## src/rtl/sevenseg_scan_decoder.sv

```systemverilog
// Readback monitor for a 4-digit multiplexed active-low seven-segment display.
// Define SEVENSEG_SYNC_EN to add 2-flop synchronizers on segment_/digit_enable_.
module sevenseg_scan_decoder #(
    parameter int SETTLE_CYCLES  = 16,
    parameter int TIMEOUT_CYCLES = 65536
) (
    input  logic        clk,
    input  logic        reset,
    input  logic [6:0]  segment_,
    input  logic [3:0]  digit_enable_,
    input  logic        err_clr,
    output logic [15:0] digits,
    output logic        valid,
    output logic        frame_strobe,
    output logic        changed,
    output logic        err,
    output logic        stalled
);
    // state  | meaning
    // IDLE   | no legal digit select on the bus
    // SETTLE | legal select seen, waiting for enable+segments to stay stable
    // HOLD   | digit captured, waiting for the bus to move on
    typedef enum logic [1:0] {IDLE, SETTLE, HOLD} state_t;

    localparam int SW = $clog2(SETTLE_CYCLES + 1);
    localparam int TW = $clog2(TIMEOUT_CYCLES + 1);
    localparam logic [SW-1:0] SETTLE_LOAD  = SW'(SETTLE_CYCLES - 1);
    localparam logic [TW-1:0] TIMEOUT_LOAD = TW'(TIMEOUT_CYCLES - 1);

    logic [6:0] seg_in;
    logic [3:0] en_in;

`ifdef SEVENSEG_SYNC_EN
    logic [6:0] seg_m, seg_s;
    logic [3:0] en_m, en_s;
    always_ff @(posedge clk) begin
        if (reset) begin
            seg_m <= '1;
            seg_s <= '1;
            en_m  <= '1;
            en_s  <= '1;
        end else begin
            seg_m <= segment_;
            seg_s <= seg_m;
            en_m  <= digit_enable_;
            en_s  <= en_m;
        end
    end
    assign seg_in = seg_s;
    assign en_in  = en_s;
`else
    assign seg_in = segment_;
    assign en_in  = digit_enable_;
`endif

    state_t          state, state_nx;
    logic [SW-1:0]   settle_cnt, settle_nx;
    logic [TW-1:0]   stall_cnt;
    logic [6:0]      seg_q;
    logic [3:0]      en_q;
    logic [3:0]      seen;
    logic            capture;
    logic            sel_legal, en_illegal;
    logic [1:0]      sel_idx;
    logic [3:0]      code;
    logic            code_bad;
    logic            en_chg, seg_chg;
    logic [3:0]      seen_upd;
    logic [3:0]      old_code;

    assign en_chg   = (en_in != en_q);
    assign seg_chg  = (seg_in != seg_q);
    assign seen_upd = seen | ~en_in;
    assign old_code = digits[{sel_idx, 2'b00} +: 4];

    always_comb begin
        sel_legal  = 1'b0;
        en_illegal = 1'b0;
        sel_idx    = 2'd0;
        case (en_in)
            4'b1110: begin sel_legal = 1'b1; sel_idx = 2'd0; end
            4'b1101: begin sel_legal = 1'b1; sel_idx = 2'd1; end
            4'b1011: begin sel_legal = 1'b1; sel_idx = 2'd2; end
            4'b0111: begin sel_legal = 1'b1; sel_idx = 2'd3; end
            4'b1111: ;
            default: en_illegal = 1'b1;
        endcase
    end

    // Decoded on lit segments, g..a from MSB to LSB.
    always_comb begin
        code     = 4'hF;
        code_bad = 1'b0;
        case (~seg_in)
            7'b0111111: code = 4'h0;
            7'b0000110: code = 4'h1;
            7'b1011011: code = 4'h2;
            7'b1001111: code = 4'h3;
            7'b1100110: code = 4'h4;
            7'b1101101: code = 4'h5;
            7'b1111101: code = 4'h6;
            7'b0000111: code = 4'h7;
            7'b1111111: code = 4'h8;
            7'b1101111: code = 4'h9;
            7'b1000000: code = 4'hA;
            7'b0000000: code = 4'hB;
            default:    code_bad = 1'b1;
        endcase
    end

    always_comb begin
        state_nx  = state;
        settle_nx = settle_cnt;
        capture   = 1'b0;
        case (state)
            IDLE: begin
                if (sel_legal) begin
                    state_nx  = SETTLE;
                    settle_nx = SETTLE_LOAD;
                end
            end
            SETTLE, HOLD: begin
                if (en_chg) begin
                    state_nx  = sel_legal ? SETTLE : IDLE;
                    settle_nx = SETTLE_LOAD;
                end else if (seg_chg) begin
                    state_nx  = SETTLE;
                    settle_nx = SETTLE_LOAD;
                end else if (state == SETTLE) begin
                    if (settle_cnt == '0) begin
                        capture  = 1'b1;
                        state_nx = HOLD;
                    end else begin
                        settle_nx = settle_cnt - SW'(1);
                    end
                end
            end
            default: state_nx = IDLE;
        endcase
    end

    always_ff @(posedge clk) begin
        if (reset) begin
            state        <= IDLE;
            settle_cnt   <= SETTLE_LOAD;
            stall_cnt    <= TIMEOUT_LOAD;
            seg_q        <= '1;
            en_q         <= '1;
            seen         <= '0;
            digits       <= 16'hFFFF;
            valid        <= 1'b0;
            frame_strobe <= 1'b0;
            changed      <= 1'b0;
            err          <= 1'b0;
            stalled      <= 1'b0;
        end else begin
            state        <= state_nx;
            settle_cnt   <= settle_nx;
            seg_q        <= seg_in;
            en_q         <= en_in;
            frame_strobe <= 1'b0;
            changed      <= 1'b0;
            if (capture) begin
                digits[{sel_idx, 2'b00} +: 4] <= code;
                changed <= (code != old_code);
                if (seen_upd == 4'hF) begin
                    frame_strobe <= 1'b1;
                    valid        <= 1'b1;
                    seen         <= '0;
                end else begin
                    seen <= seen_upd;
                end
            end
            // A new error in the same cycle beats the clear request.
            err <= ((capture && code_bad) || en_illegal) ? 1'b1 : (err && !err_clr);
            if (en_chg) begin
                stall_cnt <= TIMEOUT_LOAD;
                stalled   <= 1'b0;
            end else if (stall_cnt == '0) begin
                stalled <= 1'b1;
            end else begin
                stall_cnt <= stall_cnt - TW'(1);
            end
        end
    end
endmodule

```

## config.mk

```make
export PLATFORM = sky130hd
export DESIGN_NAME = sevenseg_scan_decoder
export DESIGN_NICKNAME = d
export VERILOG_FILES = /design/src/rtl/sevenseg_scan_decoder.sv
export SDC_FILE = /design/constraint.sdc
export NUM_CORES = 1
export LEC_CHECK = 0
export ABC_CLOCK_PERIOD_IN_PS = 2300
export CORE_AREA = 5 5 88 90
export DETAILED_ROUTE_END_ITERATION = 6
export DIE_AREA = 0 0 93 95
export MAX_ROUTING_LAYER = met4
export PLACE_DENSITY_LB_ADDON = 0.08
export SLEW_MARGIN = 10
export SYNTH_ARGS = -nofsm -noshare
export SYNTH_HDL_FRONTEND = slang
export SYNTH_SLANG_ARGS = --single-unit
```

## constraint.sdc

```tcl
create_clock -name clk -period 2.3 [get_ports clk]
set_input_delay 0.46 -clock clk [delete_from_list [all_inputs] [get_ports clk]]
set_output_delay 0.46 -clock clk [all_outputs]
set_load 0.005 [all_outputs]
```

# Word level (Yosys, flattened, before mapping)
# Cells that the tools add are included.
# word_totals
register_bits	60
in_bits	14
# classes
addsub	3
n_eq_ne	26
shift	3
n_mux	27
bitwise	4
n_reduce_logical	18
# ops
operator	n
7-bit == test (second input constant)	8
4-bit case mux with 12 select lines	1
5-bit two-way mux	5
4-bit == test (second input constant)	5
17-bit logical NOT	1
17-bit by 1-bit subtractor with 17-bit output (second input constant)	1
16-bit bitwise mux	1
4-bit by 6-bit variable shift with 16-bit output (first input constant)	1
16-bit by 5-bit variable part select with 4-bit output	1
4-bit by 6-bit variable part select with 16-bit output	1
7-bit by 3-bit == test with 1-bit output (second input constant)	2
4-bit inequality test (second input constant)	3
12-bit OR reduction	1
1-bit two-way mux	11
2-bit two-way mux	5
5-bit case mux with 2 select lines	1
4-bit inequality test	2
7-bit by 6-bit == test with 1-bit output (second input constant)	1
7-bit logical NOT	1
7-bit inequality test	1
7-bit NOT	1
4-bit negator with 6-bit output	1
2-bit case mux with 3 select lines	1
2-bit OR reduction	3
21 further kinds	22

# Logic depth before layout (Yosys ltp)
# depth
ltp_word	9
depth_mapped	10
depth_no_buf	8

# Worst setup path before layout
# Ideal clock, no wire load.
# synth_path
path_type	input -> register
start	input digit_enable_[3]
end	register digits[13]
setup_ns	0.071
arrival_ns	2.202
required_ns	2.229
path_slack_ns	0.028
stages	8
n_path_buf	2
path_cell_list	buf_6 > xor2_1 > and3_1 > clkbuf_1 > inv_1 > ha_1 > or4_4 > o21ai_1
# synth_between
elab_chain_len	5
# synth_rtl
item	line	text
from (decl)	10	input logic [3:0] digit_enable_,
4-bit by 3-bit == test with 1-bit output / 4-bit == test (equally long branches)	80	case (en_in)
2-bit case mux with 3 select lines	80	
4-bit negator with 6-bit output	164	digits[{sel_idx, 2'b00} +: 4] <= code;
4-bit by 6-bit variable part select with 16-bit output / 4-bit by 6-bit variable shift with 16-bit output (equally long branches)	164	
16-bit bitwise mux	164	
to (signal, indexed assignment)	164	
to (decl)	12	output logic [15:0] digits,
# Several ways; a longest one is shown, not always the timed one.
# A chain may end at the register's enable or synchronous reset.

# Worst setup path after layout
# layout_path
start	input segment_[4]
end	register seen[2]
# layout_between
elab_chain_len	4
# layout_rtl
item	line	text
from (decl)	9	input logic [6:0] segment_,
7-bit inequality test	72	assign seg_chg = (seg_in != seg_q);
1-bit two-way mux	126	end else if (seg_chg) begin
1-bit two-way mux	123	if (en_chg) begin
1-bit two-way mux	115	case (state)
to (signal assigned)	171	seen <= seen_upd;
to (decl)	61	logic [3:0] seen;
# Every way passes these cells.

==> summary.txt <==
Post-CTS Hold Fix Bufs: 0
Crit Path Max Fanout: 4
Worst EP arrival: 2450 ps
DR vias/cell: 5.29
pin count of the biggest net entering global routing: 23
CP Class: input port to flip-flop
power density cells: 526 mW/mm^2
Final Hold Fails: 0
CTS tree: built
Die H: 95 um
HPWL after detailed placement: 6060 um
number of DRC markers in iteration 0: 100
multi-input logic area: 0.00200 mm^2
critical path required time: 2530 ps
Fmax: 451 MHz
EDFF count, synth: 0
vias in the first global route: 2842
Register Area: 0.00120 mm^2
worst setup path startpoint: segment_[4]
most frequent cells in the layout: buf_4 (69), dfxtp_1 (58), nand2_1 (31)
most common library cell in the layout ignoring fill and taps: buf_4
Area growth, synth to finish: 35.0%
final setup vio count: 0
synthesis-stage register bit count: 60
Post-DRT Antenna Nets: 0
Yosys warning total: 0
CP startpoint kind: input port
H-tree depth: 3
largest cells by area after synthesis: dfxtp_1 (36%), xnor2_1 (5.8%), a21oi_1 (4.5%)
crit path capture type: flip-flop
register area share after synthesis: 0.362
Root Buffer: clkbuf_8
final WL: 7940 um
Die ar.: 0.00884 mm^2
CTS Buf Count: 9
global-route wire length before repair: 13300 um
initial core utilization: 0.475
Inst Count DP: 540
layout cells sized above 1: 0.273
n_diodes: 0
Pleak: 1.84 nW
GR Overflow Total: 0
fill count: 617
clock-pin slew of the registers on the worst-case setup and hold paths: 60 ps
Critical R2R Launch: settle_cnt[0]$_SDFFE_PP1P_
Worst slew margin: 0.732
Ports: 35
gr usage total: 0.198
via count: 2959
Yosys top cell area share: 0.362
clk_skew: 8.08 ps
run status: finished, final reports clean
Worst Tran Pin Value: 400 ps
gp weighted congestion: 0.891
WL/cell: 14.2 um
CTS Sinks: 60
Clock Path Buffers: 2
hold crit path type: flip-flop to flip-flop
Die Span X: 93 um
Post-Layout Cell Count: 559
core area: 0.00698 mm^2
Syn Std Cell Area: 0.00332 mm^2
Buffers on Ports: 34
FFs w/ async S/R, synth: 0
Period minus WS final: 2220 ps
clk_lat worst skew: 340 ps
Slew Viols, Final: 0
HP Start: valid$_SDFFE_PP0P_
largest vdd supply drop: 0.000279 V
cells after synthesis: 375
1st-pass router iterations: 5
Avg Synthesized Cell Area: 8.85 um^2
row count: 31
Post-Syn Nets: 401
Yosys cell types: 64
antenna violations before repair: 0
Final Net Count: 499
Final Cycle Share: 0.964
DRC: 0
Max Cap Viol: 0
Fin Hold WS: 450 ps
largest area contributor in the netlist: dfxtp_1
top_reg_cell synth: dfxtp_1
cells by family (layout without fill, tap and decap cells):
family / Yosys count / after routing / share of synthesized area
muxes: 8 / 8 / 0.0245
adders and majority gates: 12 / 12 / 0.0452
DFF: 60 / 60 / 0.362
xor gates and xnor gates: 33 / 33 / 0.0962
AOI/OAI and AO/OA: 84 / 84 / 0.165
and+or+nand+nor: 141 / 141 / 0.258
buffers and inverters: 37 / 139 / 0.0494
sequential cells by signal, indices dropped and copies added, names as in the netlist:
signal / cells
stall_cnt: 17
digits: 16
seg_q: 7
settle_cnt: 5
en_q: 4
seen: 4
state: 2
changed: 1
err: 1
frame_strobe: 1
stalled: 1
valid: 1
cells in the mapped netlist, types with 2 or more instances:
cell / instances
or4_4: 2
mux2i_1: 7
a211o_1: 5
or4_1: 2
a32oi_1: 2
buf_2: 8
nand4_1: 3
nor2_1: 12
nor3_2: 2
nand4_2: 2
o21ai_1: 9
and2_1: 2
nor4_1: 7
or3_4: 2
o211ai_1: 2
nand3_1: 12
o22ai_1: 4
o211a_1: 2
or2_2: 11
and3b_1: 2
nand2b_1: 4
inv_1: 18
and3_1: 8
xnor2_2: 4
nor2b_1: 5
ha_1: 12
dfxtp_1: 60
nand2_1: 31
or3_1: 7
clkbuf_1: 7
o31ai_1: 4
a21oi_1: 30
o21ai_0: 14
a31oi_1: 2
xnor2_1: 22
nor3_1: 14
buf_6: 2
xor2_1: 7
worst paths after layout:
kind | cells past startpoint | slack, ps | end
min | 2 | 450 | valid$_SDFFE_PP0P_
max | 7 | 80 | seen[2]$_SDFFE_PP0P_
max reg2reg | 8 | 100 | seen[2]$_SDFFE_PP0P_
min reg2reg | 2 | 450 | valid$_SDFFE_PP0P_
through the flow:
step | cell area, um^2 | setup TNS, ps | util | worst slack [ps] | power (mW)
finish | 4480 | 0 | 0.642 | 83.3 | 2.36
global route | 4480 | -26.3 | 0.642 | -11.6 | 2.47
CTS | 4380 | 0 | 0.628 | 0.0102 | 2.36
detailed placement | 4200 | -9290 | 0.601 | -359 | 1.45
global placement | 4200 | -9150 | 0.601 | -391 | 1.44
floorplan | 3320 | 0 | - | 27.8 | 1.30
routing by layer:
metal	track usage	routed length, um	up-vias
met3	0.0526	225	5
met4	0.0659	74	0
met1	0.234	3740	1393
met2	0.327	3900	32
li1	-	-	1529
met5	-	0	-
worst max-delay path, stage by stage:
cell and delay (ps):
clkdlybuf4s50_1 520, xnor2_2 130, nand4_2 140, or4_4 500, or4_4 430, nor2b_4 150, nor2b_1 120
repair_timing:
| item | in CTS | in global routing |
|---|---|---|
| resized for setup | 0 | 18 |
| endpoints found under the setup margin | 0 | 27 |
| buffers inserted | 0 | 4 |
where the power goes:
part / switching (mW) / total [mW] / internal, mW
logic: 0.181 / 0.376 / 0.196
clock network: 0.402 / 0.903 / 0.502
registers: 0.0146 / 1.08 / 1.06
total: 0.597 / 2.36 / 1.76
area by class of cell:
cell class,instances,area share
flip-flops and latches,60,0.269
multi-input cells,278,0.447
clock inverters,1,0.00112
well taps,82,0.0229
inverters,19,0.0159
repair buffers,105,0.204
clock buffers,14,0.0408
Power figures use the tool's default switching activity.
